### config.mk
export PLATFORM = sky130hd
export DESIGN_NAME = ov7670_config_sequencer_flat
export DESIGN_NICKNAME = d
export VERILOG_FILES = /design/src/rtl/ov7670_config_sequencer_if.sv /design/src/rtl/ov7670_config_sequencer.sv /design/src/flat_wrapper.sv
export SDC_FILE = /design/constraint.sdc
export NUM_CORES = 1
export LEC_CHECK = 0
export CORE_MARGIN = 3
export CORE_UTILIZATION = 52
export DETAILED_ROUTE_END_ITERATION = 10
export GPL_TIMING_DRIVEN = 0
export PLACE_DENSITY = 0.88
export SYNTH_ARGS = -nofsm -noshare
export SYNTH_HDL_FRONTEND = slang
export SYNTH_SLANG_ARGS = --single-unit
### constraint.sdc
create_clock -name clk -period 3.03 [get_ports clk]
set_input_delay 0.4545 -clock clk [delete_from_list [all_inputs] [get_ports clk]]
set_output_delay 0.4545 -clock clk [all_outputs]
set_load 0.05 [all_outputs]
### src/rtl/ov7670_config_sequencer_if.sv
// Bus between the OV7670 config sequencer and its register-init ROM plus SCCB master.
// The sequencer side is the master modport; the ROM/SCCB side is the slave modport.
interface ov7670_config_sequencer_if #(
    parameter int ROM_ADDR_W = 8
);
    logic [ROM_ADDR_W-1:0] rom_addr;
    logic [15:0]           rom_data;
    logic                  sccb_start;
    logic [7:0]            sccb_reg_addr;
    logic [7:0]            sccb_reg_data;
    logic                  sccb_ready;

    modport master (
        output rom_addr,
        output sccb_start,
        output sccb_reg_addr,
        output sccb_reg_data,
        input  rom_data,
        input  sccb_ready
    );

    modport slave (
        input  rom_addr,
        input  sccb_start,
        input  sccb_reg_addr,
        input  sccb_reg_data,
        output rom_data,
        output sccb_ready
    );
endinterface

### src/rtl/ov7670_config_sequencer.sv
// Walks the OV7670 register-init ROM and issues one SCCB write per entry.
// 16'hFFF0 inserts a settle delay; 16'hFFFF or the last ROM address ends the sequence.
module ov7670_config_sequencer #(
    parameter int CLK_FREQ_HZ = 100_000_000,
    parameter int DELAY_MS    = 10,
    parameter int ROM_ADDR_W  = 8
) (
    input  logic                             clk,
    input  logic                             reset,
    input  logic                             start,
    ov7670_config_sequencer_if.master        cfg,
    output logic                             busy,
    output logic                             done
);

    localparam int DELAY_CYCLES = CLK_FREQ_HZ / 1000 * DELAY_MS;
    localparam int CNT_W        = (DELAY_CYCLES > 1) ? $clog2(DELAY_CYCLES) : 1;

    localparam logic [CNT_W-1:0]      CNT_LOAD  = CNT_W'(DELAY_CYCLES - 1);
    localparam logic [CNT_W-1:0]      CNT_ZERO  = {CNT_W{1'b0}};
    localparam logic [CNT_W-1:0]      CNT_ONE   = CNT_W'(1);
    localparam logic [ROM_ADDR_W-1:0] ADDR_ZERO = {ROM_ADDR_W{1'b0}};
    localparam logic [ROM_ADDR_W-1:0] ADDR_ONE  = ROM_ADDR_W'(1);
    localparam logic [ROM_ADDR_W-1:0] ADDR_LAST = {ROM_ADDR_W{1'b1}};
    localparam logic [15:0]           ENTRY_END   = 16'hFFFF;
    localparam logic [15:0]           ENTRY_DELAY = 16'hFFF0;

    typedef enum logic [3:0] {
        S_IDLE      = 4'd0,
        S_FETCH     = 4'd1,
        S_WAIT_ROM  = 4'd2,
        S_DECODE    = 4'd3,
        S_SEND      = 4'd4,
        S_WAIT_BUSY = 4'd5,
        S_WAIT_DONE = 4'd6,
        S_DELAY     = 4'd7,
        S_DONE      = 4'd8
    } state_e;

    state_e                state_q,      state_d;
    logic [ROM_ADDR_W-1:0] rom_addr_q,   rom_addr_d;
    logic [7:0]            reg_addr_q,   reg_addr_d;
    logic [7:0]            reg_data_q,   reg_data_d;
    logic                  sccb_start_q, sccb_start_d;
    logic                  busy_q,       busy_d;
    logic                  done_q,       done_d;
    logic [CNT_W-1:0]      cnt_q,        cnt_d;

    state_e                adv_state_s;
    logic [ROM_ADDR_W-1:0] adv_addr_s;

    // Advance to the next ROM entry, stopping at the last address instead of wrapping.
    always_comb begin
        adv_state_s = S_FETCH;
        adv_addr_s  = rom_addr_q + ADDR_ONE;
        if (rom_addr_q == ADDR_LAST) begin
            adv_state_s = S_DONE;
            adv_addr_s  = rom_addr_q;
        end else begin
            adv_state_s = S_FETCH;
        end
    end

    // Next-state and output decode for the sequencer FSM.
    always_comb begin
        state_d      = state_q;
        rom_addr_d   = rom_addr_q;
        reg_addr_d   = reg_addr_q;
        reg_data_d   = reg_data_q;
        cnt_d        = cnt_q;
        sccb_start_d = 1'b0;

        case (state_q)
            S_IDLE, S_DONE: begin
                if (start) begin
                    rom_addr_d = ADDR_ZERO;
                    state_d    = S_FETCH;
                end else begin
                    state_d    = state_q;
                end
            end
            S_FETCH:    state_d = S_WAIT_ROM;
            S_WAIT_ROM: state_d = S_DECODE;
            S_DECODE: begin
                if (cfg.rom_data == ENTRY_END) begin
                    state_d = S_DONE;
                end else if (cfg.rom_data == ENTRY_DELAY) begin
                    cnt_d   = CNT_LOAD;
                    state_d = S_DELAY;
                end else begin
                    reg_addr_d = cfg.rom_data[15:8];
                    reg_data_d = cfg.rom_data[7:0];
                    state_d    = S_SEND;
                end
            end
            S_SEND: begin
                // The master only accepts a start while it reports idle.
                if (cfg.sccb_ready) begin
                    sccb_start_d = 1'b1;
                    state_d      = S_WAIT_BUSY;
                end else begin
                    state_d      = S_SEND;
                end
            end
            S_WAIT_BUSY: begin
                if (!cfg.sccb_ready) begin
                    state_d = S_WAIT_DONE;
                end else begin
                    state_d = S_WAIT_BUSY;
                end
            end
            S_WAIT_DONE: begin
                if (cfg.sccb_ready) begin
                    state_d    = adv_state_s;
                    rom_addr_d = adv_addr_s;
                end else begin
                    state_d    = S_WAIT_DONE;
                end
            end
            S_DELAY: begin
                if (cnt_q == CNT_ZERO) begin
                    state_d    = adv_state_s;
                    rom_addr_d = adv_addr_s;
                end else begin
                    cnt_d      = cnt_q - CNT_ONE;
                end
            end
            default: state_d = S_IDLE;
        endcase

        busy_d = (state_d != S_IDLE) && (state_d != S_DONE);
        done_d = (state_d == S_DONE);
    end

    // State and registered-output update with synchronous reset.
    always_ff @(posedge clk) begin
        if (reset) begin
            state_q      <= S_IDLE;
            rom_addr_q   <= ADDR_ZERO;
            reg_addr_q   <= 8'h00;
            reg_data_q   <= 8'h00;
            sccb_start_q <= 1'b0;
            busy_q       <= 1'b0;
            done_q       <= 1'b0;
            cnt_q        <= CNT_ZERO;
        end else begin
            state_q      <= state_d;
            rom_addr_q   <= rom_addr_d;
            reg_addr_q   <= reg_addr_d;
            reg_data_q   <= reg_data_d;
            sccb_start_q <= sccb_start_d;
            busy_q       <= busy_d;
            done_q       <= done_d;
            cnt_q        <= cnt_d;
        end
    end

    assign cfg.rom_addr      = rom_addr_q;
    assign cfg.sccb_start    = sccb_start_q;
    assign cfg.sccb_reg_addr = reg_addr_q;
    assign cfg.sccb_reg_data = reg_data_q;
    assign busy              = busy_q;
    assign done              = done_q;

endmodule

### src/flat_wrapper.sv
// flat-port wrapper written by rule: the top's interface ports become plain ports
module ov7670_config_sequencer_flat 
#(
    parameter int CLK_FREQ_HZ = 100_000_000,
    parameter int DELAY_MS    = 10,
    parameter int ROM_ADDR_W  = 8
)
  (clk, reset, start, busy, done, cfg_rom_addr, cfg_sccb_start, cfg_sccb_reg_addr, cfg_sccb_reg_data, cfg_rom_data, cfg_sccb_ready);
  ov7670_config_sequencer_if #(.ROM_ADDR_W(ROM_ADDR_W)) cfg_i ();
  input  logic clk;
  input  logic reset;
  input  logic start;
  output logic busy;
  output logic done;
  output wire logic [$bits(cfg_i.rom_addr)-1:0] cfg_rom_addr;
  output wire logic [$bits(cfg_i.sccb_start)-1:0] cfg_sccb_start;
  output wire logic [$bits(cfg_i.sccb_reg_addr)-1:0] cfg_sccb_reg_addr;
  output wire logic [$bits(cfg_i.sccb_reg_data)-1:0] cfg_sccb_reg_data;
  input wire logic [$bits(cfg_i.rom_data)-1:0] cfg_rom_data;
  input wire logic [$bits(cfg_i.sccb_ready)-1:0] cfg_sccb_ready;
  assign cfg_rom_addr = cfg_i.rom_addr;
  assign cfg_sccb_start = cfg_i.sccb_start;
  assign cfg_sccb_reg_addr = cfg_i.sccb_reg_addr;
  assign cfg_sccb_reg_data = cfg_i.sccb_reg_data;
  assign cfg_i.rom_data = cfg_rom_data;
  assign cfg_i.sccb_ready = cfg_sccb_ready;
  ov7670_config_sequencer #(.CLK_FREQ_HZ(CLK_FREQ_HZ), .DELAY_MS(DELAY_MS), .ROM_ADDR_W(ROM_ADDR_W)) u_core (.clk(clk), .reset(reset), .start(start), .cfg(cfg_i), .busy(busy), .done(done));
endmodule
==> summary.md <==
| Metric | Value |
|---|---|
| Run status | finished, final reports clean |
| Main combinational cell family by area after synthesis | simple AND/OR/NAND/NOR gates |
| Total gr overflow | 0 |
| Netlist area before placement | between 0.002 and 0.0025 sq mm |
| Area contributors post-synth | sky130_fd_sc_hd__dfxtp_1 41%, sky130_fd_sc_hd__mux2i_1 8.1%, sky130_fd_sc_hd__a21oi_1 4.2% |
| Average vias per placed instance | between 6 and 7 |
| Synth Register Bits | between 50 and 60 |
| Max-capacitance violation count | 0 |
| Number of global-route vias before repair | between 2000 and 2500 |
| Mean routed wirelength per cell | around 15 um |
| Met1 usage | 0.290 |
| Total negative setup slack | 0 ns |
| Critical Path AT | around 2.7 ns |
| Dpl ws | around 0.36 ns |
| CP endpoint kind | flip-flop |
| Final hold violation count | 0 |
| Slew headroom | 0.478 |
| Worst path bufs/invs | 2 |
| Period utilization | 0.807 |
| Gate count after technology mapping | 277 |
| Power per Cell Area | 452 mW/mm^2 |
| Worst slew pin tran | a little under 0.8 ns |
| Net switching power figure | approximately 0.00043 W |
| Critical path start-end classification | flip-flop to flip-flop |
| Die Area | approximately 0.0056 sq mm |
| Yosys warns | 0 |
| WL final | approximately 6 mm |
| Sequential area share after synthesis | 0.412 |
| Antenna fix cells | 0 |
| Setup slack after layout | between 0.5 and 0.6 ns |
| Final clock skew | 0.00682 ns |
| Boundary Pins | 47 |
| Final Max Tran Viols | 0 |
| # DRC | 0 |
| Clock insertion delay at the later pin of the skew report | between 0.3 and 0.4 ns |
| Synthesized net count | around 300 |
| ANT nets after route | 0 |
| CTS clk-pin slew, worst paths | 0.09 ns |
| Portion of netlist area occupied by mux cells | 0.0807 |
| HPWL after DPL | ~4.3 mm |
| Initial core utilization | 0.554 |
| Die extent in y | about 75 um |
| CTS H-tree depth | 2 |
| Fraction of the mapped netlist area in adder cells | 0.0101 |
| Gr busiest metal | met2 |
| RSZ-0062 raised after global routing | false |
| Initial DRC count | roughly 140 |
| Fillers | about 350 |
| Global-route track usage on met3 | 0.0708 |
| Highest ir drop seen on vdd | between 0.0003 and 0.0004 V |
| Startpoint kind of the worst setup timing path | flip-flop |
| Max frequency | approximately 0.4 GHz |
| CTS sink count | between 50 and 60 |
| Die X-Extent | about 75 um |
| Fin area | 0.00308 sq mm |
| Layout cell share with drive strength beyond 1 | 0.0788 |
| Maximum number of pins on one net before global-route repair | 17 |
| Number of clock buffers inserted by TritonCTS | 5 |
| First-pass detailed-route iteration total | 5 |
| Routing usage on met2 | 0.335 |
| All-layer global routing usage | 0.219 |
| PostCTS Resize Cnt | 0 |
| Worst-path cell chain | inv_1 > ha_1 > or3b_2 > or3_1 > o21ai_2 > buf_4 > o21ai_0 > a31oi_1 |
| TritonCTS clock tree | yes |
| Switching Share | 0.306 |
| Setup slack on the worst flop-to-flop path | between 0.5 and 0.6 ns |
| Standard cell core area | ~0.0045 sq mm |
| Cell family with the largest share of critical-path delay | simple AND/OR/NAND/NOR gates |
| Root Driver | sky130_fd_sc_hd__clkbuf_8 |
| Area leader, netlist | sky130_fd_sc_hd__dfxtp_1 |
| Req. time, crit path | 3.26 ns |
| Leakage Power | a little over 1 nW |
| Global-route wire length before repair | 9.63 mm |
| Combinational share of power | 0.208 |
| P_int | ~0.00097 W |
| Number of core rows | 24 |
| Routability-driven placement congestion ratio | 0.907 |
| Area Overhead vs Synth | 24.4% |
| Overall via count from detail_route | 2349 |
| Number of port buffers | 45 |
| Average cell area after synthesis | between 8 and 9 sq um |
| Sequential power share | 0.510 |
| Setup fix buffers added after clock tree synthesis | 0 |
| Number of buffers inserted for hold repair after clock tree synthesis | 0 |
| Delay of the slowest cell on the worst path | 0.52 ns |
| Share of the synthesized netlist area taken by xor and xnor gates | 0.0106 |
| Placed cell areas | roughly 0.003 sq mm |
| Post-route minimum period | about 2.4 ns |
| Yosys cell types | between 40 and 50 |
| Maximum fanout along the worst path | 10 |
| Synth top area share | 0.412 |
| CTS Buffer Depth | 2 |
| Hold Crit Class | flip-flop to flip-flop |
| Total of endpoints with negative setup slack in the final report | 0 |
| Initial antenna violation count | 0 |
| Part of the total power dissipated in the clock network | 0.282 |
| Total Nets Final | between 300 and 400 |
| Crit-path slowest cell | sky130_fd_sc_hd__or3b_2 |
| Fraction of the mapped netlist area in simple logic gates | 0.284 |
| Share of the synthesized area in compound gates (AO/OA/AOI/OAI) | 0.173 |
==> power groups by stage <==
| stage | Sequential, W | Combinational, W | Clock [W] |
|---|---|---|---|
| 4_1_cts | 0.000711 | 0.000290 | 0.000403 |
| 3_5_place_dp | 0.000727 | 0.000289 | 0 |
| 2_1_floorplan | 0.000789 | 0.000131 | 0 |
| 3_3_place_gp | 0.000725 | 0.000283 | 0 |
| 6_report | 0.000711 | 0.000291 | 0.000393 |
| 5_1_grt | 0.000715 | 0.000315 | 0.000422 |
==> Yosys cell counts, drive strengths merged <==
| cell | count |
|---|---|
| a31oi | 7 |
| nand2b | 5 |
| and4 | 2 |
| o21ai | 9 |
| nand4 | 5 |
| a21oi | 22 |
| nand4bb | 1 |
| nor4b | 1 |
| inv | 5 |
| dfxtp | 51 |
| buf | 4 |
| o2bb2ai | 1 |
| and4b | 1 |
| nand4b | 2 |
| nor4 | 9 |
| or4 | 15 |
| nand2 | 12 |
| mux2i | 20 |
| or3 | 10 |
| o31ai | 14 |
| clkbuf | 9 |
| a311oi | 2 |
| nand3b | 1 |
| o21bai | 1 |
| or2 | 3 |
| a2bb2oi | 1 |
| and2 | 1 |
| ha | 2 |
| o2111ai | 1 |
| a211oi | 7 |
| nand3 | 6 |
| or3b | 2 |
| nor3 | 9 |
| xnor2 | 3 |
| nor2 | 27 |
| nor3b | 4 |
| a21o | 1 |
| and3b | 1 |
==> logic make-up after synthesis <==
kind of cell,after synthesis
simple gates,117
mux,20
xor+xnor,3
fa+ha+maj,2
buf+inv,18
flops,51
compound gates,66
==> per-stage QoR <==
step / power [W] / hold WS, ns / utilization / instances
2_1_floorplan: 0.000920 / 0.443 / - / 277
3_3_place_gp: 0.00101 / 0.457 / 0.669 / 374
3_5_place_dp: 0.00102 / 0.466 / 0.669 / 374
4_1_cts: 0.00141 / 0.476 / 0.689 / 382
5_1_grt: 0.00145 / 0.504 / 0.689 / 382
6_report: 0.00140 / 0.477 / 0.689 / 382
==> registers in the layout, indices dropped and copies added, names as in the netlist <==
register / count
u_core.cfg.sccb_reg_data: 8
u_core.busy: 1
u_core.done: 1
u_core.cfg.sccb_start: 1
u_core.cfg.rom_addr: 8
u_core.cfg.sccb_reg_addr: 8
u_core.state_q: 4
u_core.cnt_q: 20
==> path summary, 6_finish.rpt <==
path / startpoint / cells after the start / to
setup / recovery: u_core.cnt_q[0]$_SDFFE_PP0P_ / 8 / u_core.cnt_q[4]$_SDFFE_PP0P_
hold / removal: u_core.cnt_q[13]$_SDFFE_PP0P_ / 2 / u_core.cnt_q[13]$_SDFFE_PP0P_
setup reg to reg: u_core.cnt_q[0]$_SDFFE_PP0P_ / 8 / u_core.cnt_q[4]$_SDFFE_PP0P_
hold reg to reg: u_core.cnt_q[13]$_SDFFE_PP0P_ / 2 / u_core.cnt_q[13]$_SDFFE_PP0P_
==> placed cells by master, fill, tap and decap left out, types with 4 or more instances in the layout <==
| master | Yosys | final |
|---|---|---|
| sky130_fd_sc_hd__a211oi_1 | 7 | 7 |
| sky130_fd_sc_hd__nand3_1 | 6 | 6 |
| sky130_fd_sc_hd__a31oi_1 | 7 | 7 |
| sky130_fd_sc_hd__clkbuf_8 | 0 | 5 |
| sky130_fd_sc_hd__nand2b_1 | 5 | 5 |
| sky130_fd_sc_hd__o31ai_1 | 14 | 14 |
| sky130_fd_sc_hd__o21ai_0 | 8 | 8 |
| sky130_fd_sc_hd__nand4_1 | 5 | 5 |
| sky130_fd_sc_hd__nor2_1 | 27 | 27 |
| sky130_fd_sc_hd__nor3_1 | 9 | 9 |
| sky130_fd_sc_hd__clkbuf_1 | 9 | 9 |
| sky130_fd_sc_hd__clkdlybuf4s50_1 | 0 | 45 |
| sky130_fd_sc_hd__nor3b_1 | 4 | 4 |
| sky130_fd_sc_hd__or3_1 | 7 | 7 |
| sky130_fd_sc_hd__nor4_1 | 8 | 8 |
| sky130_fd_sc_hd__dfxtp_1 | 51 | 51 |
| sky130_fd_sc_hd__inv_1 | 5 | 5 |
| sky130_fd_sc_hd__nand2_1 | 12 | 12 |
| sky130_fd_sc_hd__mux2i_1 | 20 | 20 |
| sky130_fd_sc_hd__a21oi_1 | 21 | 21 |
| sky130_fd_sc_hd__or4_1 | 13 | 13 |
==> worst reg2reg max path, cell delays in order, from the launching register on <==
cell                      delay, ns
sky130_fd_sc_hd__dfxtp_1       0.35
sky130_fd_sc_hd__inv_1         0.07
sky130_fd_sc_hd__ha_1          0.21
sky130_fd_sc_hd__or3b_2        0.52
sky130_fd_sc_hd__or3_1         0.38
sky130_fd_sc_hd__o21ai_2       0.29
sky130_fd_sc_hd__buf_4         0.24
sky130_fd_sc_hd__o21ai_0       0.10
sky130_fd_sc_hd__a31oi_1       0.20
==> routing by layer <==
| metal | routed length [um] | up-vias |
|---|---|---|
| met5 | 0 | - |
| met4 | 94 | 0 |
| met3 | 415 | 10 |
| met2 | 2660 | 85 |
| met1 | 2680 | 1096 |
| li1 | - | 1158 |
==> layout make-up <==
type,count,area [sq um],area share
timing repair buffer,45,450,0.146
inverter,5,18.8,0.00609
buffer,13,56.3,0.0183
clock buffer,5,68.8,0.0223
tap,52,65.1,0.0211
clock inverter,3,20.0,0.00649
sequential,51,1020,0.331
multi-input combinational,208,1380,0.449
Power figures use the tool's default switching activity.
==> patch, RTL diff (same flow settings) <==
Take the reset off `reg_data_q` and load it in a clocked block of its own.
--- a/src/rtl/ov7670_config_sequencer.sv
+++ b/src/rtl/ov7670_config_sequencer.sv
@@ -140,3 +140,2 @@
             reg_addr_q   <= 8'h00;
-            reg_data_q   <= 8'h00;
             sccb_start_q <= 1'b0;
@@ -149,3 +148,2 @@
             reg_addr_q   <= reg_addr_d;
-            reg_data_q   <= reg_data_d;
             sccb_start_q <= sccb_start_d;
@@ -155,2 +153,6 @@
         end
+    end
+
+    always_ff @(posedge clk) begin
+        reg_data_q <= reg_data_d;
     end
Function: differs if reset is asserted again (counterexample within 10 cycles, from zero or initial values and one cycle with reset high); with reset held inactive, the same outputs for 10 cycles.
==> patch against the unedited design <==
- worst setup slack got worse by 210 ps
- synthesized area decreased by 1.7%
- clock power about the same
- via count decreased by 3.3%
- power increased by 0.14%
- wire length increased by 2.5%
- sequential cell count unchanged
- combinational power decreased by 4%
- design area decreased by 1.5%
- global-route usage increased by 0.68 points
==> patch: results (changes against the unedited design) <==
status: "complete, no violations"
gr-usage-met3_pct: 4.46  # -2.6 points
fill_cells: 364  # +4.9%
multi_input_gates: 195  # -6.3%
reg2reg_to: "u_core.cnt_q[17]"
powerDensity_nw_per_um2: 460  # +1.6%
buffer_area_share_pct: 16.3  # -0.086 points
synth_commonest_cells: "43 x dfxtp_1, 25 x nor2_1, 24 x a21oi_1"
wl_met3_um: 349  # -16%
grt_pass1_vias: 2170  # +0.65%
dp.cells: 362  # -3.2%
clk_share_pct: 2.84  # -0.040 points
wl_met1_mm: 2.52  # -5.8%
use_met1_pct: 27.1  # -2.0 points
wl_met2_mm: 2.97  # +12%
hp-start: "u_core.cfg.sccb_reg_addr[7]"
via_count: 2272  # -3.3%
worst_slew_pin_slew_ps: 940  # +156 ps
hpwlAfterDp_mm: 4.32  # +1.7%
finClkSkew_ps: 8.60  # +1.78 ps
holdPathEnd: "u_core.cfg.sccb_reg_addr[7]"
synth_adder_area_share_pct: 1.03  # +0.018 points
use_met2_pct: 39.0  # +5.6 points
critPathArrivalTime_ps: 2900  # +220 ps
seq_cell_count: 51  # unchanged
drtIter0Drc: 196  # +39%
synth_area_leaders: "dfxtp_1 35%, edfxtp_1 9.9%, a21oi_1 4.9%"
synthMuxAreaShare_pct: 4.11  # -4.0 points
grt.total_usage_pct: 22.6  # +0.68 points
power.leakage_nw: 0.999  # -3.0%
yosysSeqAreaShare_pct: 45.2  # +4.0 points
synth-edff-count: 8  # +8
synth_fp_nets: 287  # -4.0%
-- patch: cell count changes after synthesis, sizes merged, moves of 4 or more --
| cell | delta |
|---|---|
| a31oi | -4 |
| nand2 | +4 |
| nor4 | -4 |
| edfxtp | +8 |
| nand2b | -4 |
| dfxtp | -8 |
| mux2i | -10 |
| or4 | -5 |
| xnor2 | +6 |
| or3 | -7 |
| o31ai | -9 |
-- patch: worst max path at each step --
stage | slack [ps] | startpoint | depth (start not counted) | endpoint
finish | 370 | u_core.state_q[0] | 6 | u_core.cnt_q[17]
global route | 210 | u_core.state_q[0] | 6 | u_core.cnt_q[17]
CTS | 410 | u_core.state_q[0] | 6 | u_core.cnt_q[17]
detailed placement | 430 | u_core.state_q[0] | 6 | u_core.cnt_q[17]
global placement | 480 | u_core.state_q[0] | 6 | u_core.cnt_q[17]
floorplan | 710 | u_core.cnt_q[2] | 5 | u_core.cnt_q[17]
-- patch: cell families after synthesis --
logic type,count (synthesis)
DFF,51
adders and majority gates,2
xor gates and xnor gates,12
buffers and inverters,19
AOI/OAI and AO/OA,62
and+or+nand+nor,109
muxes,10
-- patch: stage by stage --
| stage | setup WS, ps | util (%) | cell area [µm²] | hold slack (ps) |
|---|---|---|---|---|
| floorplan | 714 | - | 2440 | 456 |
| global placement | 478 | 66.4 | 2950 | 471 |
| detailed placement | 433 | 66.4 | 2950 | 481 |
| CTS | 414 | 68.4 | 3040 | 499 |
| global route | 206 | 68.4 | 3040 | 531 |
| finish | 369 | 68.4 | 3040 | 501 |
-- patch: worst min-delay path, stage by stage, from the launching register on --
cell and delay (ps):
dfxtp_1 330, mux2i_1 70, nor2_1 70
